**config.mk**
```make
export PLATFORM = sky130hd
export DESIGN_NAME = rom_load_ctrl
export DESIGN_NICKNAME = d
export VERILOG_FILES = /design/src/rtl/rom_load_pkg.sv /design/src/rtl/rom_region_dec.sv /design/src/rtl/rom_load_ctrl.sv
export SDC_FILE = /design/constraint.sdc
export NUM_CORES = 1
export LEC_CHECK = 0
export BUFFER_PORTS_ARGS = -buffer_cell sky130_fd_sc_hd__buf_4
export CORE_ASPECT_RATIO = 1.5
export CORE_MARGIN = 5
export CORE_UTILIZATION = 45
export CTS_BUF_LIST = sky130_fd_sc_hd__clkbuf_8
export DETAILED_ROUTE_END_ITERATION = 10
export PLACE_DENSITY = 0.75
export SETUP_SLACK_MARGIN = 0.1
export SYNTH_ARGS = -nofsm -noshare
export SYNTH_HDL_FRONTEND = slang
export SYNTH_HIERARCHICAL = 1
export SYNTH_SLANG_ARGS = --single-unit
export TNS_END_PERCENT = 20
```
**constraint.sdc**
```tcl
create_clock -name clk_sys_i -period 1.8 [get_ports clk_sys_i]
set_input_delay 0.36 -clock clk_sys_i [delete_from_list [all_inputs] [get_ports clk_sys_i]]
set_output_delay 0.36 -clock clk_sys_i [all_outputs]
set_load 0.005 [all_outputs]
```
**src/rtl/rom_load_pkg.sv**
```systemverilog
// Shared types and constants for the ROM download sequencer: FSM states,
// download region tags, region address map and default image size.
package rom_load_pkg;

  typedef enum logic [1:0] {
    ST_WAIT = 2'd0,
    ST_LOAD = 2'd1,
    ST_HOLD = 2'd2,
    ST_RUN  = 2'd3
  } state_e;

  typedef enum logic [1:0] {
    RGN_CPU  = 2'd0,
    RGN_GFX  = 2'd1,
    RGN_SND  = 2'd2,
    RGN_NONE = 2'd3
  } region_e;

  localparam int unsigned CPU_BASE_DEF  = 32'h0_0000;
  localparam int unsigned GFX_BASE_DEF  = 32'h0_8000;
  localparam int unsigned SND_BASE_DEF  = 32'h1_4000;
  localparam int unsigned SND_LIMIT_DEF = 32'h1_7FFF;
  localparam int unsigned ROM_BYTES_DEF = 32'h1_8000;

endpackage

```
**src/rtl/rom_region_dec.sv**
```systemverilog
// Combinational ioctl byte address -> download region tag and in-range flag.
// Zero latency; no flow control (pure decode).
module rom_region_dec
  import rom_load_pkg::*;
#(
  parameter int unsigned ROM_BYTES = ROM_BYTES_DEF,
  parameter int unsigned GFX_BASE  = GFX_BASE_DEF,
  parameter int unsigned SND_BASE  = SND_BASE_DEF
) (
  input  logic [24:0] addr_i,
  output region_e     region_o,
  output logic        in_range_o
);

  logic [31:0] addr_ext;
  assign addr_ext = {7'd0, addr_i};

  always_comb begin
    in_range_o = (addr_ext < ROM_BYTES);
    region_o   = RGN_NONE;
    if (in_range_o) begin
      if (addr_ext >= SND_BASE)      region_o = RGN_SND;
      else if (addr_ext >= GFX_BASE) region_o = RGN_GFX;
      else                           region_o = RGN_CPU;
    end
  end

endmodule

```
**src/rtl/rom_load_ctrl.sv**
```systemverilog
// ROM download sequencer: registers qualified ioctl writes onto the core download
// port (1-cycle latency, no bubbles), holds core reset until a full image plus
// HOLD_CYCLES has passed. No backpressure. ROM_LOAD_CHECKSUM_EN adds a byte-sum check.
module rom_load_ctrl
  import rom_load_pkg::*;
#(
  parameter int unsigned ADDR_W       = 17,
  parameter int unsigned ROM_BYTES    = ROM_BYTES_DEF,
  parameter int unsigned HOLD_CYCLES  = 4096,
  parameter logic [15:0] EXPECTED_SUM = 16'h0000,
  parameter int unsigned GFX_BASE     = GFX_BASE_DEF,
  parameter int unsigned SND_BASE     = SND_BASE_DEF
) (
  input  logic              clk_sys_i,
  input  logic              reset_i,
  input  logic              ioctl_download_i,
  input  logic              ioctl_wr_i,
  input  logic [24:0]       ioctl_addr_i,
  input  logic [7:0]        ioctl_dout_i,
  input  logic              user_reset_i,
  output logic [ADDR_W-1:0] dn_addr_o,
  output logic [7:0]        dn_data_o,
  output logic              dn_wr_o,
  output logic [1:0]        dn_region_o,
  output logic              core_reset_o,
  output logic              load_ok_o,
  output logic              load_err_o,
  output logic [ADDR_W:0]   byte_count_o,
  output logic [15:0]       rom_sum_o
);

  localparam int unsigned HOLD_W = (HOLD_CYCLES < 2) ? 1 : $clog2(HOLD_CYCLES);
  localparam logic [HOLD_W-1:0] HOLD_LAST = HOLD_W'(HOLD_CYCLES - 1);
  localparam logic [ADDR_W:0]   ROM_CNT   = (ADDR_W + 1)'(ROM_BYTES);

  state_e            state_q;
  logic [HOLD_W-1:0] hold_cnt_q;
  logic [ADDR_W-1:0] dn_addr_q;
  logic [7:0]        dn_data_q;
  logic              dn_wr_q;
  region_e           dn_region_q;
  logic              core_reset_q;
  logic              load_ok_q;
  logic              load_err_q;
  logic [ADDR_W:0]   byte_count_q;
  logic [ADDR_W:0]   byte_count_d;
  logic              ovf_q;

  region_e region;
  logic    in_range;
  logic    wr_vld;
  logic    acc;
  logic    enter_load;
  logic    sum_ok;
  logic    verdict;

  rom_region_dec #(
    .ROM_BYTES (ROM_BYTES),
    .GFX_BASE  (GFX_BASE),
    .SND_BASE  (SND_BASE)
  ) u_dec (
    .addr_i     (ioctl_addr_i),
    .region_o   (region),
    .in_range_o (in_range)
  );

  // A strobe in the cycle the download window drops is never qualified.
  assign wr_vld       = ioctl_download_i & ioctl_wr_i & (state_q == ST_LOAD);
  assign acc          = wr_vld & in_range;
  assign enter_load   = ioctl_download_i & (state_q != ST_LOAD);
  assign byte_count_d = (&byte_count_q) ? byte_count_q : byte_count_q + 1'b1;

`ifdef ROM_LOAD_CHECKSUM_EN
  logic [15:0] rom_sum_q;
  always_ff @(posedge clk_sys_i) begin
    if (reset_i || enter_load) rom_sum_q <= '0;
    else if (acc)              rom_sum_q <= rom_sum_q + {8'd0, ioctl_dout_i};
  end
  assign sum_ok    = (rom_sum_q == EXPECTED_SUM);
  assign rom_sum_o = rom_sum_q;
`else
  assign sum_ok    = 1'b1;
  assign rom_sum_o = '0;
`endif

  assign verdict = (byte_count_q == ROM_CNT) & ~ovf_q & sum_ok;

  always_ff @(posedge clk_sys_i) begin
    if (reset_i) begin
      state_q      <= ST_WAIT;
      hold_cnt_q   <= '0;
      dn_addr_q    <= '0;
      dn_data_q    <= '0;
      dn_wr_q      <= 1'b0;
      dn_region_q  <= RGN_CPU;
      core_reset_q <= 1'b1;
      load_ok_q    <= 1'b0;
      load_err_q   <= 1'b0;
      byte_count_q <= '0;
      ovf_q        <= 1'b0;
    end else begin
      dn_wr_q      <= acc;
      core_reset_q <= 1'b1;
      if (acc) begin
        dn_addr_q   <= ioctl_addr_i[ADDR_W-1:0];
        dn_data_q   <= ioctl_dout_i;
        dn_region_q <= region;
      end
      if (enter_load) begin
        state_q      <= ST_LOAD;
        byte_count_q <= '0;
        ovf_q        <= 1'b0;
        load_ok_q    <= 1'b0;
        load_err_q   <= 1'b0;
      end else begin
        case (state_q)
          ST_LOAD: begin
            if (acc)               byte_count_q <= byte_count_d;
            if (wr_vld & ~in_range) ovf_q       <= 1'b1;
            if (!ioctl_download_i) begin
              state_q    <= ST_HOLD;
              hold_cnt_q <= '0;
              load_ok_q  <= verdict;
              load_err_q <= ~verdict;
            end
          end
          ST_HOLD: begin
            if (hold_cnt_q == HOLD_LAST) begin
              state_q      <= ST_RUN;
              core_reset_q <= user_reset_i;
            end else begin
              hold_cnt_q <= hold_cnt_q + 1'b1;
            end
          end
          ST_RUN:  core_reset_q <= user_reset_i;
          default: ;
        endcase
      end
    end
  end

  assign dn_addr_o    = dn_addr_q;
  assign dn_data_o    = dn_data_q;
  assign dn_wr_o      = dn_wr_q;
  assign dn_region_o  = dn_region_q;
  assign core_reset_o = core_reset_q;
  assign load_ok_o    = load_ok_q;
  assign load_err_o   = load_err_q;
  assign byte_count_o = byte_count_q;

endmodule
```
**After elaboration in Yosys (flattened, before gate mapping)**

Index checks and enable logic that the tools add are counted.

- Bits in latches: 0
- Logic and storage cells: 62
- Flip-flop bits (word level): 64
- Memories kept: 0
- Memory bits (writable): 0
- ROM bits: 0
- Output and inout bits: 65
- Input bits: 38

- Add/sub/neg operators: 2
- Divide/modulo/power cells: 0
- Magnitude comparators: 3
- Shift-type cells: 0
- $mul: 0
- Bitwise gates (word level): 12
- Eq/ne operators: 11
- Mux-type cells: 12
- Reductions and logical operators: 10

Operators with widths:

| kind | count |
|---|---|
| $ge A25 B16 Y1 const B | 1 |
| $ge A25 B17 Y1 const B | 1 |
| $lt A25 B17 Y1 const B | 1 |
| $mux W12 | 2 |
| $pmux W12 S2 | 1 |
| $add A18 B1 Y18 const B | 1 |
| $eq A18 B17 Y1 const B | 1 |
| $reduce_and A18 Y1 | 1 |
| $add A12 B1 Y12 const B | 1 |
| $eq A12 B12 Y1 const B | 1 |
| $reduce_and A3 Y1 | 3 |
| $mux W2 | 4 |
| $and A1 B1 Y1 | 6 |
| $ne A2 B2 Y1 const B | 3 |
| $ne A3 B3 Y1 const B | 2 |
| $not A1 Y1 | 6 |
| $eq A2 B2 Y1 const B | 2 |
| $pmux W2 S2 | 1 |
| $reduce_and A2 Y1 | 2 |
| $reduce_and A4 Y1 | 1 |
| $mux W1 | 3 |
| $reduce_bool A3 Y1 | 1 |
| $eq A2 B1 Y1 const B | 1 |
| $ne A2 B1 Y1 const B | 1 |
| other kinds (3) | 3 |

**Depth between registers and ports, before layout**

- Word-level depth: 4
- Mapped depth: 8

**Hierarchy**

Netlist, hierarchy kept.

By module, submodules not included:

| module | area an instance (µm²) | sequential area each (µm²) | times used | cells each |
|---|---|---|---|---|
| rom_load_ctrl | 3007.9 | 1281.2 | 1 | 363 |
| rom_region_dec | 60.1 | 0.0 | 1 | 8 |

**Worst setup path after synthesis**

Ideal clock, no wire load.

- Path kind: input-to-reg
- From: input ioctl_addr_i[24]
- To: register byte_count_q[16] (netlist: byte_count_o[16])
- Path slack: -0.133 ns
- Stages on the path: 7
- Setup time: 0.128 ns
- Arrival: 1.805 ns
- Path through: nor4_2 > and3_1 > and3_1 > nand2_2 > nor4_1 > mux2i_1 > nor2_1

- Cells in the longest elaborated chain, start to end: 3

Ends and longest elaborated chain:

| item | line | source |
|---|---|---|
| start, declared | rom_load_ctrl.sv:18 | `input logic [24:0] ioctl_addr_i,` |
| $lt A25 B17 Y1 | rom_region_dec.sv:19 | `in_range_o = (addr_ext < ROM_BYTES);` |
| via in_range | rom_load_ctrl.sv:50 | `logic in_range;` |
| $and A1 B1 Y1 | rom_load_ctrl.sv:69 | `assign acc = wr_vld & in_range;` |
| $reduce_and A3 Y1 (no line) | - |  |
| end signal, assigned | rom_load_ctrl.sv:118 | `if (acc) byte_count_q <= byte_count_d;` |
| end, declared | rom_load_ctrl.sv:45 | `logic [ADDR_W:0] byte_count_q;` |

The timed path passes the listed nets, and every way through them passes these cells.
A chain may end at the register's enable or synchronous reset.

**Final worst setup path**

- From: input ioctl_addr_i[17]
- To: register byte_count_q[13] (netlist: byte_count_o[13])

Same word-level chain as after synthesis.

==> results.ini <==
[run_status]
status=complete, no violations

[placed_design]
port_buffers=86
dp_hpwl_mm=6.05
dp.cells=534
place_ws_ns=-0.291
postPlaceCellArea_mm2=0.00385
gp_congestion=0.890

[grt]
overflow=0
grt_pass1_vias=2785
gr-usage-all-layers_pct=18.2
grt_antenna_before_repair=0
grt_max_degree=29
grt_pass1_wl_mm=12.8

[die]
die_w_um=77.4
num_io_pins=103
die_height_um=111
dieArea_mm2=0.00860
fp.coreArea_mm2=0.00676
rows=37
initial_core_util_pct=45.4

[timing]
timing.hold.ws_ns=0.227
finalSetupViolations=0
maxSlewViolCount=0
fin_ws_ns=0.00646
hold_violations=0
timing.fmax_ghz=0.558
fin_skew_ns=0.00517
rsz0062_at_grt=yes
min_period_over_period_pct=99.6
fin_crit_ns=1.79
setup_tns_ns=0

[layout]
fillCellCount=601
fin_cells=554
n_antenna_cell=0
drive_gt1_share_pct=36.8
post-route-util_pct=62.3
fin_nets=512
stdcell_area_mm2=0.00421
area_growth_pct=37.3
layout_common_cells=buf_4 (107), nand2_1 (66), dfxtp_1 (55)
final_common_cell=buf_4

[setup_path]
start_kind=primary input
cp.required_ns=2.04
r2r_cells=5
end_kind=flip-flop
arrival_ns=2.03
path_class=primary input to flip-flop
crit_path_max_fanout=4
reg2reg_slack_ns=0.12

[synth]
synth_cells=371
synth_seq_area_share_pct=41.8
synth_flop_cell=dfxtp_1
yosysTopAreaCell=dfxtp_1
ys_top_cells_by_area=dfxtp_1 (42%), nand2_1 (8.1%), xnor2_1 (5.4%)
synth.distinct_cells=51
synth_top_area_share_pct=41.8
ys_ff_latch=64
synth-edff-count=0
syn-mean-instance-area_um2=8.27
synth.yosys.warnings=6
synth.cell_area_mm2=0.00307
async_flop_share_pct=0

[detailed_routing]
drc_errors=0
ant_nets=0
wl_per_cell_um=14.7
initialDrtViolationCount=211
drt-pass1-iter-count=4
via_count=2875
wirelength_mm=8.17
viasPerCell=5.19

[clock_tree]
cts_made_buffers=9
clock_latency_ns=0.34
cts_tree=yes
cts.clk_slew.worst_paths_ns=0.07
cts-root-buf=clkbuf_8
htree_levels=3
cts_sinks=64
cts_buffer_depth=2
cts_hold_buf=0

[power_and_ir_drop]
p_total_mw=2.72
leakagePower_nw=1.68
vdd_drop_max_mv=0.574
powerDensity_mw_per_mm2=646

[run]
maxCapViolations=0

[min_path]
hold_path_depth=2
hp-class=primary input to flip-flop

repair_timing:
item                       in CTS  in global routing
pin swaps                       0                 17
buffers inserted                0                  4
resized for setup               2                 39
setup endpoints to repair      12                 45
cloned                          0                  0
worst paths after layout:
kind	startpoint	end
max	ioctl_addr_i[17]	byte_count_o[13]
min	reset_i	hold_cnt_q[0]
max reg2reg	byte_count_o[13]	byte_count_o[11]
min reg2reg	dn_data_o[2]	dn_data_o[2]
per-layer routing:
metal / vias to the layer above / share of wire, % / track usage [%]
met2: 77 / 55 / 32.7
li1: 1435 / - / -
met5: - / 0 / 0
met4: 0 / 3.4 / 10.3
met3: 23 / 4.8 / 4.31
met1: 1340 / 37 / 18.8
cells in the mapped netlist (2+ instances only):
| cell | number |
|---|---|
| buf_6 | 3 |
| mux2i_1 | 2 |
| xor2_1 | 5 |
| nand3_1 | 14 |
| and3_1 | 8 |
| nor2_1 | 38 |
| clkbuf_1 | 11 |
| and2_1 | 3 |
| dfxtp_1 | 64 |
| buf_2 | 6 |
| nand2b_1 | 2 |
| nor3_1 | 2 |
| a21oi_1 | 32 |
| and4_1 | 6 |
| nor4_2 | 3 |
| xnor2_1 | 19 |
| o31ai_1 | 2 |
| a211oi_1 | 6 |
| clkbuf_2 | 2 |
| nand2_1 | 66 |
| nor3b_1 | 2 |
| buf_4 | 17 |
| or3_1 | 2 |
| ha_1 | 3 |
| a31oi_1 | 2 |
| inv_1 | 7 |
| nand4_1 | 11 |
| o21ai_0 | 5 |
| nor4_1 | 6 |
state kept, by name (all words and copies together) (netlist names):
name and flops:
core_reset_o 1, load_ok_o 1, state_q 2, dn_region_o 2, hold_cnt_q 12, load_err_o 1, ovf_q 1, dn_addr_o 17
dn_wr_o 1, byte_count_o 18, dn_data_o 8
worst max-delay path, stage by stage:
cell	delay (ns)
buf_6	0.10
nor4_4	0.31
and3_4	0.24
and3_4	0.21
nand4_1	0.20
buf_4	0.21
a211oi_2	0.19
xnor2_1	0.15
nor2_1	0.05
kinds of logic (layout without fill, tap and decap cells):
logic type	count (synthesis)	after routing	synth area share [%]
AOI/OAI and AO/OA	53	53	10.4
xor gates and xnor gates	24	24	6.85
adders and majority gates	3	3	1.22
buffers and inverters	46	136	8.77
DFF	64	64	41.8
muxes	4	4	1.51
other	1	16	0.122
and+or+nand+nor	176	176	29.4
cell type report:
class / instances / area, µm² / area share [%]
clock buffers: 11 / 151 / 3.59
flip-flops and latches: 64 / 1290 / 30.7
multi-input cells: 276 / 1730 / 41.1
well taps: 78 / 97.6 / 2.32
inverters: 7 / 26.3 / 0.624
repair buffers: 113 / 880 / 20.9
clock inverters: 5 / 31.3 / 0.743
power breakdown:
group / switching, mW / internal (mW)
Combinational: 0.0789 / 0.0814
Clock: 0.569 / 0.570
Sequential: 0.00582 / 1.42
(Power assumes the default switching activity.)
